==> config.mk <==
export PLATFORM = sky130hd
export DESIGN_NAME = hex_print_fmt_flat
export DESIGN_NICKNAME = d
export VERILOG_FILES = /design/src/rtl/hex_print_fmt_pkg.sv /design/src/rtl/hex_print_fmt_if.sv /design/src/rtl/hex_print_fmt_nibble_to_ascii.sv /design/src/rtl/hex_print_fmt.sv /design/src/flat_wrapper.sv
export SDC_FILE = /design/constraint.sdc
export NUM_CORES = 1
export LEC_CHECK = 0
export ABC_AREA = 0
export CAP_MARGIN = 20
export CORE_UTILIZATION = 40
export DETAILED_ROUTE_END_ITERATION = 12
export HOLD_SLACK_MARGIN = 0.15
export SLEW_MARGIN = 20
export SYNTH_ARGS = -nofsm -noshare
export SYNTH_HDL_FRONTEND = slang
export SYNTH_HIERARCHICAL = 1
export SYNTH_SLANG_ARGS = --single-unit
export TNS_END_PERCENT = 1
==> constraint.sdc <==
create_clock -name clk -period 5 [get_ports clk]
set_input_delay 1 -clock clk [delete_from_list [all_inputs] [get_ports clk]]
set_output_delay 1 -clock clk [all_outputs]
set_load 0.005 [all_outputs]
==> src/rtl/hex_print_fmt_pkg.sv <==
// Shared types and ASCII constants for the hex print formatter.
// Holds the controller state encoding and the kind of character currently selected.
package hex_print_fmt_pkg;

    typedef enum logic [2:0] {IDLE, LOAD, SEND, GAP, DONE} state_t;

    // K_END marks that the last character of the job has been transferred.
    typedef enum logic [2:0] {K_BYTE, K_DIGIT, K_SEP, K_CR, K_LF, K_END} kind_t;

    localparam logic [7:0] CH_US    = 8'h5F;
    localparam logic [7:0] CH_CR    = 8'h0D;
    localparam logic [7:0] CH_LF    = 8'h0A;
    localparam logic [7:0] CH_0     = 8'h30;
    localparam logic [7:0] CH_A_M10 = 8'h37;

endpackage

==> src/rtl/hex_print_fmt_if.sv <==
// Print request (DCP side) and character stream (uart_tx side) bundle.
// master = request issuer and uart model, slave = the formatter.
interface hex_print_fmt_if #(parameter int DATA_W = 32) ();

    logic [DATA_W-1:0] dout_tx;
    logic              type_tx;
    logic              req_tx;
    logic              ack_tx;
    logic              busy;
    logic [7:0]        d_tx;
    logic              vld_tx;
    logic              rdy_tx;

    modport master (
        output dout_tx, type_tx, req_tx, rdy_tx,
        input  ack_tx, busy, d_tx, vld_tx
    );

    modport slave (
        input  dout_tx, type_tx, req_tx, rdy_tx,
        output ack_tx, busy, d_tx, vld_tx
    );

endinterface

==> src/rtl/hex_print_fmt_nibble_to_ascii.sv <==
// Combinational conversion of one nibble to its uppercase ASCII hex digit.
module nibble_to_ascii
    import hex_print_fmt_pkg::*;
(
    input  logic [3:0] nib,
    output logic [7:0] ch
);

    assign ch = (nib < 4'd10) ? (CH_0 + {4'h0, nib}) : (CH_A_M10 + {4'h0, nib});

endmodule

==> src/rtl/hex_print_fmt.sv <==
// Turns a latched print request into a byte or hex-digit character stream
// with vld/rdy flow control towards uart_tx and a one-cycle completion ack.
module hex_print_fmt
    import hex_print_fmt_pkg::*;
#(
    parameter int DATA_W    = 32,
    parameter int SEP_GROUP = 4,
    parameter int NL_EN     = 1
) (
    input  logic           clk,
    input  logic           rst,
    hex_print_fmt_if.slave bus
);

    localparam int N     = DATA_W / 4;
    localparam int DIG_W = $clog2(N) + 1;
    localparam int GRP_W = $clog2(SEP_GROUP + 1) + 1;

    state_t            state_q, state_d;
    kind_t             kind_q, kind_d;
    logic              req_dly_q, req_dly_d;
    logic [DATA_W-1:0] data_q, data_d;
    logic [DIG_W-1:0]  digit_q, digit_d;
    logic [GRP_W-1:0]  grp_q, grp_d;
    logic [7:0]        d_q, d_d;

    logic       start;
    logic [3:0] nib;
    logic [7:0] nib_ch;
    logic [7:0] char_c;

    assign start     = bus.req_tx & ~req_dly_q;
    assign req_dly_d = bus.req_tx;

    // Most significant nibble is digit 0.
    always_comb begin
        nib = '0;
        for (int i = 0; i < N; i++) begin
            if (digit_q == DIG_W'(i)) nib = data_q[4*(N-1-i) +: 4];
        end
    end

    nibble_to_ascii u_n2a (
        .nib (nib),
        .ch  (nib_ch)
    );

    always_comb begin
        case (kind_q)
            K_BYTE:  char_c = data_q[7:0];
            K_DIGIT: char_c = nib_ch;
            K_SEP:   char_c = CH_US;
            K_CR:    char_c = CH_CR;
            K_LF:    char_c = CH_LF;
            default: char_c = '0;
        endcase
    end

    always_comb begin
        // NOTE: every variable gets its hold value first so no path infers a latch.
        state_d = state_q;
        kind_d  = kind_q;
        data_d  = data_q;
        digit_d = digit_q;
        grp_d   = grp_q;
        d_d     = d_q;
        case (state_q)
            IDLE: begin
                if (start) begin
                    state_d = LOAD;
                    data_d  = bus.dout_tx;
                    kind_d  = bus.type_tx ? K_DIGIT : K_BYTE;
                    digit_d = '0;
                    grp_d   = '0;
                end
            end
            LOAD: begin
                d_d     = char_c;
                state_d = SEND;
            end
            SEND: begin
                // Counters advance only on a transfer, so d_tx is frozen while rdy_tx is low.
                if (bus.rdy_tx) begin
                    state_d = GAP;
                    case (kind_q)
                        K_DIGIT: begin
                            digit_d = digit_q + 1'b1;
                            if (digit_d == DIG_W'(N)) begin
                                kind_d = (NL_EN != 0) ? K_CR : K_END;
                                grp_d  = '0;
                            end else if (SEP_GROUP != 0 && grp_q == GRP_W'(SEP_GROUP - 1)) begin
                                kind_d = K_SEP;
                                grp_d  = '0;
                            end else begin
                                grp_d = grp_q + 1'b1;
                            end
                        end
                        K_SEP:   kind_d = K_DIGIT;
                        K_CR:    kind_d = K_LF;
                        default: kind_d = K_END;
                    endcase
                end
            end
            GAP: begin
                if (kind_q == K_END) begin
                    state_d = DONE;
                end else begin
                    d_d     = char_c;
                    state_d = SEND;
                end
            end
            DONE:    state_d = IDLE;
            default: state_d = IDLE;
        endcase
    end

    // NOTE: state uses non-blocking assignments; reset is synchronous and covers every flop.
    always_ff @(posedge clk) begin
        if (rst) begin
            state_q   <= IDLE;
            kind_q    <= K_BYTE;
            req_dly_q <= 1'b0;
            data_q    <= '0;
            digit_q   <= '0;
            grp_q     <= '0;
            d_q       <= '0;
        end else begin
            state_q   <= state_d;
            kind_q    <= kind_d;
            req_dly_q <= req_dly_d;
            data_q    <= data_d;
            digit_q   <= digit_d;
            grp_q     <= grp_d;
            d_q       <= d_d;
        end
    end

    assign bus.vld_tx = (state_q == SEND);
    assign bus.d_tx   = d_q;
    assign bus.ack_tx = (state_q == DONE);
    assign bus.busy   = (state_q != IDLE);

endmodule

==> src/flat_wrapper.sv <==
// flat-port wrapper written by rule: the top's interface ports become plain ports
module hex_print_fmt_flat import hex_print_fmt_pkg::*;
#(
    parameter int DATA_W    = 32,
    parameter int SEP_GROUP = 4,
    parameter int NL_EN     = 1
)
  (clk, rst, bus_dout_tx, bus_type_tx, bus_req_tx, bus_rdy_tx, bus_ack_tx, bus_busy, bus_d_tx, bus_vld_tx);
  hex_print_fmt_if #(.DATA_W(DATA_W)) bus_i ();
  input  logic clk;
  input  logic rst;
  input wire logic [$bits(bus_i.dout_tx)-1:0] bus_dout_tx;
  input wire logic [$bits(bus_i.type_tx)-1:0] bus_type_tx;
  input wire logic [$bits(bus_i.req_tx)-1:0] bus_req_tx;
  input wire logic [$bits(bus_i.rdy_tx)-1:0] bus_rdy_tx;
  output wire logic [$bits(bus_i.ack_tx)-1:0] bus_ack_tx;
  output wire logic [$bits(bus_i.busy)-1:0] bus_busy;
  output wire logic [$bits(bus_i.d_tx)-1:0] bus_d_tx;
  output wire logic [$bits(bus_i.vld_tx)-1:0] bus_vld_tx;
  assign bus_i.dout_tx = bus_dout_tx;
  assign bus_i.type_tx = bus_type_tx;
  assign bus_i.req_tx = bus_req_tx;
  assign bus_i.rdy_tx = bus_rdy_tx;
  assign bus_ack_tx = bus_i.ack_tx;
  assign bus_busy = bus_i.busy;
  assign bus_d_tx = bus_i.d_tx;
  assign bus_vld_tx = bus_i.vld_tx;
  hex_print_fmt #(.DATA_W(DATA_W), .SEP_GROUP(SEP_GROUP), .NL_EN(NL_EN)) u_core (.clk(clk), .rst(rst), .bus(bus_i));
endmodule
==> key figures <==
STA
  – Slew @ Worst Pin: 0.9876 ns
  – Final setup TNS: 0 ns
  – RSZ-0062 raised after global routing: no
  – Fin crit period: roughly 3.3 ns
  – Max-slew violations: 0
  – Final worst path period share: roughly two thirds
  – Setup violators final: 0
  – Max Clock Freq: approximately 0.3 GHz
  – Setup Skew: ~0.0065 ns
  – Relative slew slack: between 30 and 40%
  – Fin. Hold Viols: 0

Setup path
  – WP data arrival: roughly 3.5 ns
  – FF-to-FF path depth: 15
  – Reg2reg setup slack: 1.71 ns
  – CP Launch Type: flip-flop
  – Worst R2R End: u_core/bus.d_tx[2]
  – R2r startpoint: u_core/digit_q[0]
  – Req. time, crit path: just over 5 ns
  – Kind of critical path: flip-flop to flip-flop
  – Worst Setup End Kind: flip-flop
  – Critical-path maximum fanout: 12

CTS
  – H-tree levels: 2
  – Clock sink count: 55
  – CTS tree: done
  – Clk_lat worst skew: about 0.3 ns
  – CTS Buf Count: 5
  – Cts repair resizes: 0
  – Post-CTS Setup Bufs: 0
  – Clk slew on worst S/H paths: 0.09 ns
  – CTS Buffer Depth: 2
  – Hold Buf Count CTS: 0
  – CTS Root Cell: clkbuf_8

Synth
  – Number of synthesized flops with an enable pin: 0
  – Yosys warnings: 6
  – Top-area cell type share of the netlist area: about two fifths
  – Cell variety after synth: 51
  – Ys async rst share: 0%
  – Register bit total from synthesis: 55
  – Synth Cell Area: around 2800 µm²
  – Area leader, netlist: dfxtp_1
  – Post-Syn Nets: 417
  – Seq/Total Area, Yosys: around two fifths
  – Avg Cell Area, Syn: between 7 and 8 µm²
  – Largest cells by area after synthesis: dfxtp_1, nand2_1, a21oi_1
  – Post-Syn Instances: 374
  – Most used DFF post-synth: dfxtp_1

Power and ir drop
  – Maximum VDD drop: between 0.0001 and 0.00015 V
  – LEAKAGE: ~1.2 nW
  – Cell Pwr Density: between 200 and 300 nW/µm²

Detailed routing
  – Met1 WL: between 3 and 4 mm
  – Routed vias: roughly 2500
  – Antenna-violating nets left: 0
  – Routed vias/inst: ~5.2
  – 1st-pass router iterations: 4
  – Max layer used: met4
  – DR iter-0 viols: roughly 130
  – DRC errors left: 0
  – DRT Wirelength: about 6.2 mm
  – Met3 Routed Length: a little under 200 µm
  – WL per Instance: 12.81 µm
  – DR WL met2: roughly 2.8 mm

Floorplan
  – Full die area: 7327 µm²
  – Num ports: 48
  – DIE HEIGHT: about 86 µm
  – Die Wd: ~86 µm
  – Initial Util: around two fifths
  – Core footprint: roughly 6800 µm²
  – # rows: 30

GRT
  – Vias in the first global route: approximately 2200
  – Grt total ovfl: 0
  – First-pass GRT wire length: between 10 and 15 mm
  – Largest net degree at the start of global routing: 56
  – Initial antenna violation count: 0
  – GRT Util Overall: between 10% and 20%

Finish
  – Synth-to-Final Area Change: 19.70%
  – Area of the multi-input gates: around 1500 µm²
  – Ant diodes: 0
  – Post-Route Utilization: 49.52%
  – Number of fill cells in the layout: ~700
  – NumNets Final: 445
  – Sequential cell area: 1101 µm²
  – Layout cell share with drive strength beyond 1: under 10%

Run status
  – Outcome: finished, final reports clean

Min path
  – Hold path start: u_core/bus.d_tx[4]
  – Hold Crit Depth: 2
  – Hold Path Sink: u_core/bus.d_tx[4]
  – Hold crit path type: flip-flop to flip-flop

Job
  – MaxCap Viol Count: 0

Placed design
  – Post-DP HPWL: ~4.3 mm
  – Port Buffer Count: 47
  – Gpl congestion: between 0.7 and 0.8
[state kept, by name (all words and copies together), names as in the netlist]
signal,count
u_core/state_q,3
u_core/req_dly_q,1
u_core/digit_q,4
u_core/kind_q,3
u_core/bus.d_tx,8
u_core/grp_q,4
u_core/data_q,32
[power by group]
group / total, mW / switching (mW) / internal (mW) / leakage [nW]
combinational: 0.137 / 0.0680 / 0.0691 / 0.662
clock: 0.234 / 0.138 / 0.0962 / 0.0477
sequential: 0.484 / 0.0236 / 0.461 / 0.448
total: 0.855 / 0.230 / 0.626 / 1.16
[logic make-up (layout without fill, tap and decap cells)]
group | count (synthesis) | in the layout | share of synthesized area (%)
simple gates | 159 | 159 | 26.77
fa+ha+maj | 6 | 6 | 2.686
other cells | 1 | 1 | 0.1342
buf+inv | 38 | 67 | 5.327
compound gates | 105 | 105 | 21.71
xor+xnor | 2 | 2 | 0.6268
flops | 55 | 55 | 39.39
mux | 8 | 8 | 3.357
[stage by stage]
stage,power [mW],setup slack (ns),instances,cell area (µm²),hold slack [ns]
after floorplan,0.5755,2.096,374,2795,0.4320
after global placement,0.6322,1.798,475,3261,0.4401
after detailed placement,0.6327,1.747,475,3261,0.4471
after CTS,0.8661,1.704,483,3344,0.4600
after global routing,0.9052,1.252,483,3346,0.4799
final,0.8554,1.706,483,3346,0.4556
[worst max path at each step]
| stage | end | depth (start not counted) | slack [ns] | from |
|---|---|---|---|---|
| 2_1_floorplan | u_core/bus.d_tx[2] | 16 | 2.10 | u_core/digit_q[1] |
| 3_5_place_dp | u_core/bus.d_tx[2] | 15 | 1.75 | u_core/digit_q[0] |
| 6_report | u_core/bus.d_tx[2] | 15 | 1.71 | u_core/digit_q[0] |
| 5_1_grt | u_core/bus.d_tx[2] | 15 | 1.25 | u_core/digit_q[1] |
| 3_3_place_gp | u_core/grp_q[3] | 7 | 1.80 | bus_req_tx |
| 4_1_cts | u_core/bus.d_tx[2] | 15 | 1.70 | u_core/digit_q[0] |
[worst max-delay path, stage by stage, from the launching register on]
cell and delay, ns:
dfxtp_1 0.38, inv_1 0.14, ha_1 0.42, nand2b_1 0.19
a21oi_1 0.05, a311oi_1 0.33, o21ai_0 0.14, a2bb2oi_1 0.40
inv_1 0.09, ha_1 0.22, nand2_2 0.07, mux2_1 0.32
mux2i_1 0.13, a211oi_1 0.09, a21oi_1 0.14, nor2_1 0.05
[Yosys cell counts (4+ instances only)]
cell        n
or3_1       6
mux2i_1     6
nor2_1     23
a21oi_1    64
nand3_1     4
o21ai_0    14
nor2b_1     7
dfxtp_1    55
clkbuf_1   22
nand3b_1    5
nand2_1    87
nor3_1      5
a2bb2oi_1   4
a211oi_1    6
ha_1        6
inv_1      11
nor3b_1     4
[cells in the final DEF (no fill, tap or decap), drive strengths merged, types with 2 or more instances in the layout]
cell type and n:
a211oi 6, a21oi 64, a2bb2oi 4, a311oi 2
a31oi 2, and3b 2, buf 2, clkbuf 5
clkdlybuf4s50 46, clkinv 3, dfxtp 55, ha 6
inv 11, mux2i 6, nand2 88, nand2b 2
nand3 4, nand3b 5, nand4 2, nor2 24
nor2b 7, nor3 6, nor3b 4, nor4 2
o21ai 16, o32ai 2, or3 6, xnor2 2
[cell type report]
cell class              instances  area share, %
clock buffers                   5          2.057
clock inverters                 3         0.4488
inverters                      11          1.234
multi-input cells             281          46.22
flip-flops and latches         55          32.91
well taps                      80          2.992
repair buffers                 48          14.14
[routing by layer]
layer  vias to the layer above  GRT usage [%]
li1                       1347              -
met1                      1109          24.17
met2                        52          28.36
met3                         6          3.080
met4                         0          4.394
met5                         -              0
Note: power is estimated with default switching activity, not from simulation.
